===== config.mk =====
export PLATFORM = sky130hd
export DESIGN_NAME = seq_det_scheduler
export DESIGN_NICKNAME = d
export VERILOG_FILES = /design/src/rtl/seq_det_scheduler.sv
export SDC_FILE = /design/constraint.sdc
export NUM_CORES = 1
export LEC_CHECK = 0
export ABC_CLOCK_PERIOD_IN_PS = 4530
export CAP_MARGIN = 30
export CELL_PAD_IN_SITES_DETAIL_PLACEMENT = 1
export CELL_PAD_IN_SITES_GLOBAL_PLACEMENT = 2
export CORE_ASPECT_RATIO = 1.2
export CORE_UTILIZATION = 28
export CTS_BUF_LIST = sky130_fd_sc_hd__clkbuf_8
export CTS_CLUSTER_DIAMETER = 60
export DETAILED_ROUTE_END_ITERATION = 7
export PLACE_DENSITY_LB_ADDON = 0.25
export SYNTH_ARGS = -nofsm -noshare
export SYNTH_HDL_FRONTEND = slang
export SYNTH_SLANG_ARGS = --single-unit

===== constraint.sdc =====
create_clock -name clk -period 4.53 [get_ports clk]
set_input_delay 0.6795 -clock clk [delete_from_list [all_inputs] [get_ports clk]]
set_output_delay 0.6795 -clock clk [all_outputs]
set_load 0.05 [all_outputs]

===== src/rtl/seq_det_scheduler.sv =====
// -----------------------------------------------------------------------------
// seq_det_scheduler
//
// Time-shares one external serial sequence detector among NREQ requesters.
// A request is picked round-robin, the detector is cleared with a one-cycle
// reset pulse, the FRAME_W-bit frame is shifted into the detector LSB-first,
// and the number of cycles with det_y=1 is returned with the requester ID.
//
// Handshakes: a transfer happens on a rising clk edge where valid and ready
// are both 1. req_ready is a combinational one-hot grant, offered only in
// IDLE and never speculatively held. rsp_valid stays high, with rsp_id and
// rsp_count frozen, until the cycle in which rsp_ready is 1.
//
// Ports:
//   clk        system clock, all state updates on posedge
//   rst        asynchronous active-low reset
//   req_valid  [NREQ]          per-requester request pending
//   req_data   [NREQ*FRAME_W]  frame of requester i at [i*FRAME_W +: FRAME_W]
//   req_ready  [NREQ]          one-hot accept (combinational)
//   rsp_valid                  result available
//   rsp_ready                  consumer accepts result
//   rsp_id     [ID_W]          index of the served requester
//   rsp_count  [CNT_W]         number of det_y=1 cycles in the frame
//   rsp_first  [CNT_W]         (SEQ_SCHED_FIRST_HIT_EN only) SHIFT-cycle index
//                              of the first det_y=1, FRAME_W if none
//   det_c                      detector serial input C
//   det_rst_n                  detector reset, active-low
//   det_y                      detector output Y
//
// Optional build macro: SEQ_SCHED_FIRST_HIT_EN adds the rsp_first port.
// -----------------------------------------------------------------------------
module seq_det_scheduler #(
  parameter int NREQ    = 4,
  parameter int FRAME_W = 8,
  parameter int ID_W    = 2,
  parameter int CNT_W   = 4
) (
  input  logic                    clk,
  input  logic                    rst,
  input  logic [NREQ-1:0]         req_valid,
  input  logic [NREQ*FRAME_W-1:0] req_data,
  output logic [NREQ-1:0]         req_ready,
  output logic                    rsp_valid,
  input  logic                    rsp_ready,
  output logic [ID_W-1:0]         rsp_id,
  output logic [CNT_W-1:0]        rsp_count,
`ifdef SEQ_SCHED_FIRST_HIT_EN
  output logic [CNT_W-1:0]        rsp_first,
`endif
  output logic                    det_c,
  output logic                    det_rst_n,
  input  logic                    det_y
);

  typedef enum logic [1:0] {
    IDLE  = 2'd0,
    CLEAR = 2'd1,
    SHIFT = 2'd2,
    RESP  = 2'd3
  } state_t;

  state_t state;
  state_t state_nxt;

  logic [ID_W-1:0]    last_q;
  logic [FRAME_W-1:0] shreg_q;
  logic [ID_W-1:0]    id_q;
  logic [CNT_W-1:0]   count_q;
  logic [CNT_W-1:0]   idx_q;
`ifdef SEQ_SCHED_FIRST_HIT_EN
  logic [CNT_W-1:0]   first_q;
`endif

  // ---------------------------------------------------------------------------
  // Round-robin arbiter.
  // The request vector is doubled and a window of NREQ bits starting at
  // last+1 is taken, so bit k of req_rot is requester (last+1+k) mod NREQ.
  // The lowest set bit of req_rot is the winner.
  // ---------------------------------------------------------------------------
  logic [2*NREQ-1:0] req_dbl;
  logic [NREQ-1:0]   req_rot;
  logic [ID_W:0]     rot_base;
  logic [ID_W-1:0]   rot_off;
  logic [ID_W:0]     grant_sum;
  logic [ID_W-1:0]   grant;
  logic              any_req;
  logic              last_bit;

  assign req_dbl  = {req_valid, req_valid};
  assign rot_base = {1'b0, last_q} + (ID_W+1)'(1);
  assign any_req  = |req_valid;

  // rot_base is in 1..NREQ, so only those window positions are needed.
  always_comb begin
    req_rot = req_valid;
    for (int s = 1; s <= NREQ; s++) begin
      if (rot_base == (ID_W+1)'(s)) begin
        req_rot = req_dbl[s +: NREQ];
      end
    end
  end

  // Descending scan so the lowest set offset is the one left in rot_off.
  always_comb begin
    rot_off = '0;
    for (int k = NREQ - 1; k >= 0; k--) begin
      if (req_rot[k]) begin
        rot_off = ID_W'(k);
      end
    end
  end

  // last+1+offset is at most 2*NREQ-1, so one conditional subtract wraps it.
  assign grant_sum = rot_base + {1'b0, rot_off};
  assign grant     = (grant_sum >= (ID_W+1)'(NREQ))
                     ? ID_W'(grant_sum - (ID_W+1)'(NREQ))
                     : grant_sum[ID_W-1:0];

  assign last_bit = (idx_q == CNT_W'(FRAME_W - 1));

  // ---------------------------------------------------------------------------
  // FSM state register
  // ---------------------------------------------------------------------------
  always_ff @(posedge clk or negedge rst) begin
    if (!rst) begin
      state <= IDLE;
    end else begin
      state <= state_nxt;
    end
  end

  // ---------------------------------------------------------------------------
  // FSM next state and outputs
  // ---------------------------------------------------------------------------
  always_comb begin
    state_nxt = state;
    req_ready = '0;
    rsp_valid = 1'b0;
    det_c     = 1'b0;
    // The detector is held in reset during CLEAR and whenever we are reset.
    det_rst_n = rst & (state != CLEAR);

    case (state)
      IDLE: begin
        // Gating with rst keeps req_ready low while reset is asserted.
        if (any_req && rst) begin
          req_ready = NREQ'(1) << grant;
          state_nxt = CLEAR;
        end
      end
      CLEAR: begin
        state_nxt = SHIFT;
      end
      SHIFT: begin
        det_c = shreg_q[0];
        if (last_bit) begin
          state_nxt = RESP;
        end
      end
      RESP: begin
        rsp_valid = 1'b1;
        if (rsp_ready) begin
          state_nxt = IDLE;
        end
      end
      default: begin
        state_nxt = IDLE;
      end
    endcase
  end

  // ---------------------------------------------------------------------------
  // Datapath
  // ---------------------------------------------------------------------------
  always_ff @(posedge clk or negedge rst) begin
    if (!rst) begin
      last_q  <= ID_W'(NREQ - 1);
      shreg_q <= '0;
      id_q    <= '0;
      count_q <= '0;
      idx_q   <= '0;
`ifdef SEQ_SCHED_FIRST_HIT_EN
      first_q <= '0;
`endif
    end else begin
      case (state)
        IDLE: begin
          if (any_req) begin
            shreg_q <= req_data[int'(grant)*FRAME_W +: FRAME_W];
            id_q    <= grant;
            last_q  <= grant;
            count_q <= '0;
`ifdef SEQ_SCHED_FIRST_HIT_EN
            // FRAME_W doubles as the "no hit yet" marker.
            first_q <= CNT_W'(FRAME_W);
`endif
          end
        end
        CLEAR: begin
          idx_q <= '0;
        end
        SHIFT: begin
          // det_y belongs to the bit currently on det_c.
          count_q <= count_q + {{(CNT_W-1){1'b0}}, det_y};
          shreg_q <= shreg_q >> 1;
          idx_q   <= idx_q + CNT_W'(1);
`ifdef SEQ_SCHED_FIRST_HIT_EN
          if (det_y && (first_q == CNT_W'(FRAME_W))) begin
            first_q <= idx_q;
          end
`endif
        end
        default: begin
        end
      endcase
    end
  end

  assign rsp_id    = id_q;
  assign rsp_count = count_q;
`ifdef SEQ_SCHED_FIRST_HIT_EN
  assign rsp_first = first_q;
`endif

endmodule


Yosys cells after proc, flatten, opt, wreduce, memory -nomap -nowiden
Cells that the tools add are included.
Cells by class
  $lt $le $gt $ge: 1
  shift-type cells: 2
  mux-type cells: 22
  bitwise gates (word level): 1
  reduce and logical (&&, ||, !) cells: 8
  equal/unequal tests: 13
  $add $sub $neg: 5
Operators with widths (count)
  indexed part select 32 x 6 -> 8 bit: 1
  two-way mux 4 bit: 7
  two-way mux 2 bit: 8
  case mux 4 bit (2 select lines): 2
  case mux 8 bit (2 select lines): 1
  two-way mux 8 bit: 1
  != test 2 bit (second input constant): 4
  case mux 2 bit (4 select lines): 1
  equality test 3 x 2 -> 1 bit (second input constant): 2
  adder 4 x 1 -> 4 bit: 1
  adder 4 x 1 -> 4 bit (second input constant): 1
  equality test 2 bit (second input constant): 2
  equality test 4 x 3 -> 1 bit (second input constant): 1
  AND reduction 2 bit: 2
  nonzero test 2 bit: 2
  OR reduction 4 bit: 1
  << shifter 1 x 2 -> 4 bit (first input constant): 1
  adder 2 x 1 -> 3 bit (second input constant): 1
  adder 3 x 2 -> 3 bit: 1
  equality test 3 x 1 -> 1 bit (second input constant): 1
  equality test 3 bit (second input constant): 1
  greater-or-equal comparator 3 bit (second input constant): 1
  AND reduction 3 bit: 1
  equality test 2 x 1 -> 1 bit (second input constant): 1
  other kinds (6): 7
Storage, ports and cells
  word-level logic and storage cells: 58
  output and inout bits: 13
  input port bits: 40
  register bits: 22

Logic depth before layout (Yosys ltp)
Gate-level depths: netlist of the first run.
  depth in word-level cells: 16
  depth in mapped cells: 16

Worst setup path after synthesis of the first run
No wires, ideal clock.
  path kind: flip-flop to output port
  start: register last_q[0]
  end: output port req_ready[0]
  arrival time: 3683 ps
  setup slack: 168 ps
  stages on the path, launching flop included: 14
  path through: dfstp_2 -> inv_1 -> ha_1 -> buf_4 -> o22a_1 -> nor3_1 -> nor4_1 -> a21o_1 -> a21boi_0 -> ha_1 -> clkbuf_1 -> buf_1 -> clkbuf_1 -> nor3_1
On the way
  word-level cells in the longest chain between the ends: 16
RTL lines
  start: declaration: line 65  | logic [ID_W-1:0] last_q;
  start signal: assignment: line 177  | last_q <= ID_W'(NREQ - 1);
  start signal: assignment: line 191  | last_q <= grant;
  adder 2 x 1 -> 3 bit *: line 90  | assign rot_base = {1'b0, last_q} + (ID_W+1)'(1);
  equality test 3 x 1 -> 1 bit: line 97  | if (rot_base == (ID_W+1)'(s)) begin
  two-way mux 4 bit (4 in a row): line 97
  two-way mux 2 bit (4 in a row): line 107  | if (req_rot[k]) begin
  adder 3 x 2 -> 3 bit *: line 114  | assign grant_sum = rot_base + {1'b0, rot_off};
  greater-or-equal comparator 3 bit / subtractor 2 x 1 -> 2 bit (equally long branches): line 115, 116
  two-way mux 2 bit *: line 116  | ? ID_W'(grant_sum - (ID_W+1)'(NREQ))
  via grant[0]: line 85  | logic [ID_W-1:0] grant;
  << shifter 1 x 2 -> 4 bit *: line 147  | req_ready = NREQ'(1) << grant;
  two-way mux 4 bit *: line 146  | if (any_req && rst) begin
  two-way mux 4 bit *: line 143  | case (state)
  end: declaration: line 42  | output logic [NREQ-1:0] req_ready,
Mark *: on every way through the listed nets, which the timed path passes. The rest lies on a longest branch.

Final worst setup path of the first run
  start: input port req_valid[2]
  end: output port req_ready[2]
On the way
  word-level cells in the longest chain between the ends: 13
RTL lines
  start: declaration: line 40  | input logic [NREQ-1:0] req_valid,
  two-way mux 4 bit (4 in a row): line 97
  two-way mux 2 bit (3 in a row): line 107
  adder 3 x 2 -> 3 bit: line 114
  greater-or-equal comparator 3 bit / subtractor 2 x 1 -> 2 bit (equally long branches): line 115, 116
  two-way mux 2 bit: line 116
  << shifter 1 x 2 -> 4 bit: line 147
  two-way mux 4 bit *: line 146
  two-way mux 4 bit *: line 143
Every way passes the cells marked *; elsewhere a longest branch is shown, timed or not.

==> metrics.txt, run 1 <==
Num CTS Buffers=3; Critical Path AT=3.64 ns; CTS tree=done; ant diodes=0; total track usage=16.2%; Core Area=0.00605 mm²; Tcrit/Tclk final=95.2%; EDFF count, synth=0; area grow syn2layout=41.0%; Via-to-Cell Ratio=5.01; RSZ-0062 raised after global routing=no; max cap viols=0; Worst EP required=3.85 ns; Routed Antenna Nets=0; Critical Path Source=req_valid[2]; pwr/cell area=874 mW/mm²; fin area=0.00247 mm²; final slew viol count=0; setup slack, reg-to-reg=1.01 ns; Area after DPL=0.00240 mm²; Post-Route WL=4.88 mm; synth warn=0; Clock Sinks=22; drt pass-1 iters=4; root buf cell=clkbuf_8; DR iter-0 viols=97; Max-Slew Margin vs Limit=48.8%; sequential-to-total area share from yosys stat=31.5%; prevailing post-synth register cell=dfrtp_1; initial antenna violation count=0; CP Max Fanout=8; first-pass GRT wire length=8.11 mm; Pleak=1.04 nW; WL/cell=14.6 µm; Die ar.=0.00658 mm²; I/O pins=53; Synth Instances=203; reg2reg end=shreg_q[0]$_DFFE_PN0P_; htree depth=1; Clock Path Buffers=2; vias in the first global route=1684; worst hold path startpoint=shreg_q[4]$_DFFE_PN0P_; Final Setup Violations=0; Seq cells post-synth=22; Tmin final=4.31 ns; Worst-path clk slew=0.08 ns; setup TNS=0 ns; Crit Path Class=in -> out; post-synthesis cell area=0.00175 mm²; synth top area cells=dfrtp_1, ha_1, mux2i_1; Vias=1667; post-CTS sizing=0; post-CTS setup buffers=0; hpwl dp=3.90 mm; share of layout cells above drive strength 1=8.76%; post-synth top area share=28.6%; max frequency=232 MHz; maximum VDD drop=0.557 mV; worst hold slack=0.489 ns; async set-or-reset flop fraction in the synthesized netlist=100%; mean post-synth cell area=8.64 µm²; Residual DRC=0; Hold WC Path Type=reg -> reg; final hold violations=0; grt total ovfl=0; input/output buffers=52; hold_buf cts=0; Least-Margin Pin Slew=0.749 ns; initial core utilization=29.0%; Yosys cell types=46; Worst Clk Skew=0.00321 ns; GP Congestion=0.752; die height=88.7 µm; post-synth top area cell=dfrtp_1; CP endpoint=req_ready[2]; status=finished clean; Crit. End Element=output pin; Hold Crit Depth=2; Final #Nets=304; largest net degree at the start of global routing=26; worst skew pair latency=0.27 ns; R2R Path Start=last_q[0]$_DFFE_PN1P_; worst reg-to-reg path cell count=11; Syn Nets=255; chip width=74.2 µm; Startpoint Class=input port; row count=31
layer usage:
metal | wire length [µm] | GRT usage [%] | up-vias
met5 | 0 | 0 | -
met4 | 121 | 7.03 | 0
met3 | 222 | 1.71 | 7
met2 | 2370 | 27.8 | 52
met1 | 2170 | 20.4 | 760
li1 | - | - | 848
Yosys cell counts, types with 2 or more instances:
library cell / count
a2111oi_0: 6
a211oi_1: 3
a21oi_1: 12
a32o_1: 3
and2_1: 2
and3_1: 7
buf_2: 4
clkbuf_1: 9
dfrtp_1: 20
dfstp_2: 2
ha_1: 12
inv_1: 10
mux2i_1: 12
nand2_1: 18
nand3_1: 9
nor2_1: 5
nor2b_1: 11
nor3_1: 5
nor4_1: 2
o21a_1: 7
o21ai_0: 9
o22ai_1: 4
o31ai_1: 8
registers in the layout, summed over array words and instances (netlist names):
name       cells
idx_q          4
last_q         2
rsp_count      4
rsp_id         2
shreg_q        8
state          2
cells in the final DEF, fill, tap and decap left out, types with 2 or more instances in the layout:
cell type,netlist,layout
clkbuf_8,0,3
buf_4,1,8
o21ai_0,9,9
o22ai_1,4,4
o21a_1,7,7
dfrtp_1,20,20
a211oi_1,3,3
ha_1,12,12
nor3_1,5,5
a2111oi_0,6,6
nor4_1,2,2
and2_1,2,2
o31ai_1,8,8
nand2_1,18,18
clkdlybuf4s50_1,0,48
and3_1,7,7
a21oi_1,12,12
nor2_1,5,5
dfstp_2,2,2
a32o_1,3,3
inv_1,10,10
nor2b_1,11,11
nand3_1,9,9
mux2i_1,12,12
buf_12,0,4
area by class of cell:
class                   count  area [µm²]
fillers                   726        3580
multi-input cells         155        1090
repair buffers             60         621
flip-flops and latches     22         553
well taps                  82         103
clock buffers               3        41.3
inverters                  10        37.5
clock inverters             1        30.0
worst max-delay path: stages:
cell,delay [ns]
clkdlybuf4s50_1,0.61
nand2b_1,0.17
o22a_1,0.14
nor3_1,0.04
nor4_1,0.26
a21o_1,0.11
a21boi_0,0.08
ha_1,0.21
xor2_1,0.18
and4_1,0.26
or2_2,0.33
nor3_1,0.38
buf_12,0.19
metrics by stage:
stage	total power [mW]	util (%)	cells	setup WS, ns
after floorplan	1.48	-	203	0.168
after global placement	1.96	39.5	328	0.330
after detailed placement	2.00	39.7	329	0.262
after CTS	2.20	40.8	333	0.229
after global routing	2.35	40.8	333	0.0844
final	2.16	40.8	333	0.215
power breakdown:
group	total, mW	internal [mW]	switching, mW
clock	0.187	0.118	0.0687
combinational	1.63	0.689	0.941
sequential	0.344	0.289	0.0550
kinds of logic (layout without fill, tap and decap cells):
family	Yosys count	in the layout	synth area share [%]
simple gates	68	68	20.6
flops	22	22	31.5
buf+inv	26	74	6.50
compound gates	61	61	24.8
mux	13	13	7.49
xor+xnor	1	1	0.500
fa+ha+maj	12	12	8.57
how the worst min path moves through the flow:
stage	endpoint
6_report	shreg_q[4]$_DFFE_PN0P_
5_1_grt	shreg_q[2]$_DFFE_PN0P_
4_1_cts	shreg_q[4]$_DFFE_PN0P_
3_5_place_dp	shreg_q[4]$_DFFE_PN0P_
3_3_place_gp	shreg_q[4]$_DFFE_PN0P_
2_1_floorplan	idx_q[0]$_DFFE_PN0P_
Note: power is estimated with default switching activity, not from simulation.
==> run 2: changes to the inputs <==
--- a/config.mk
+++ b/config.mk
@@ -15,6 +15,7 @@
 export CTS_CLUSTER_DIAMETER = 60
 export DETAILED_ROUTE_END_ITERATION = 7
 export PLACE_DENSITY_LB_ADDON = 0.25
+export SKIP_LAST_GASP = 1
 export SYNTH_ARGS = -nofsm -noshare
 export SYNTH_HDL_FRONTEND = slang
 export SYNTH_SLANG_ARGS = --single-unit
==> results of run 2 <==
Final layout, timing and power as in run 1 (identical DEF).
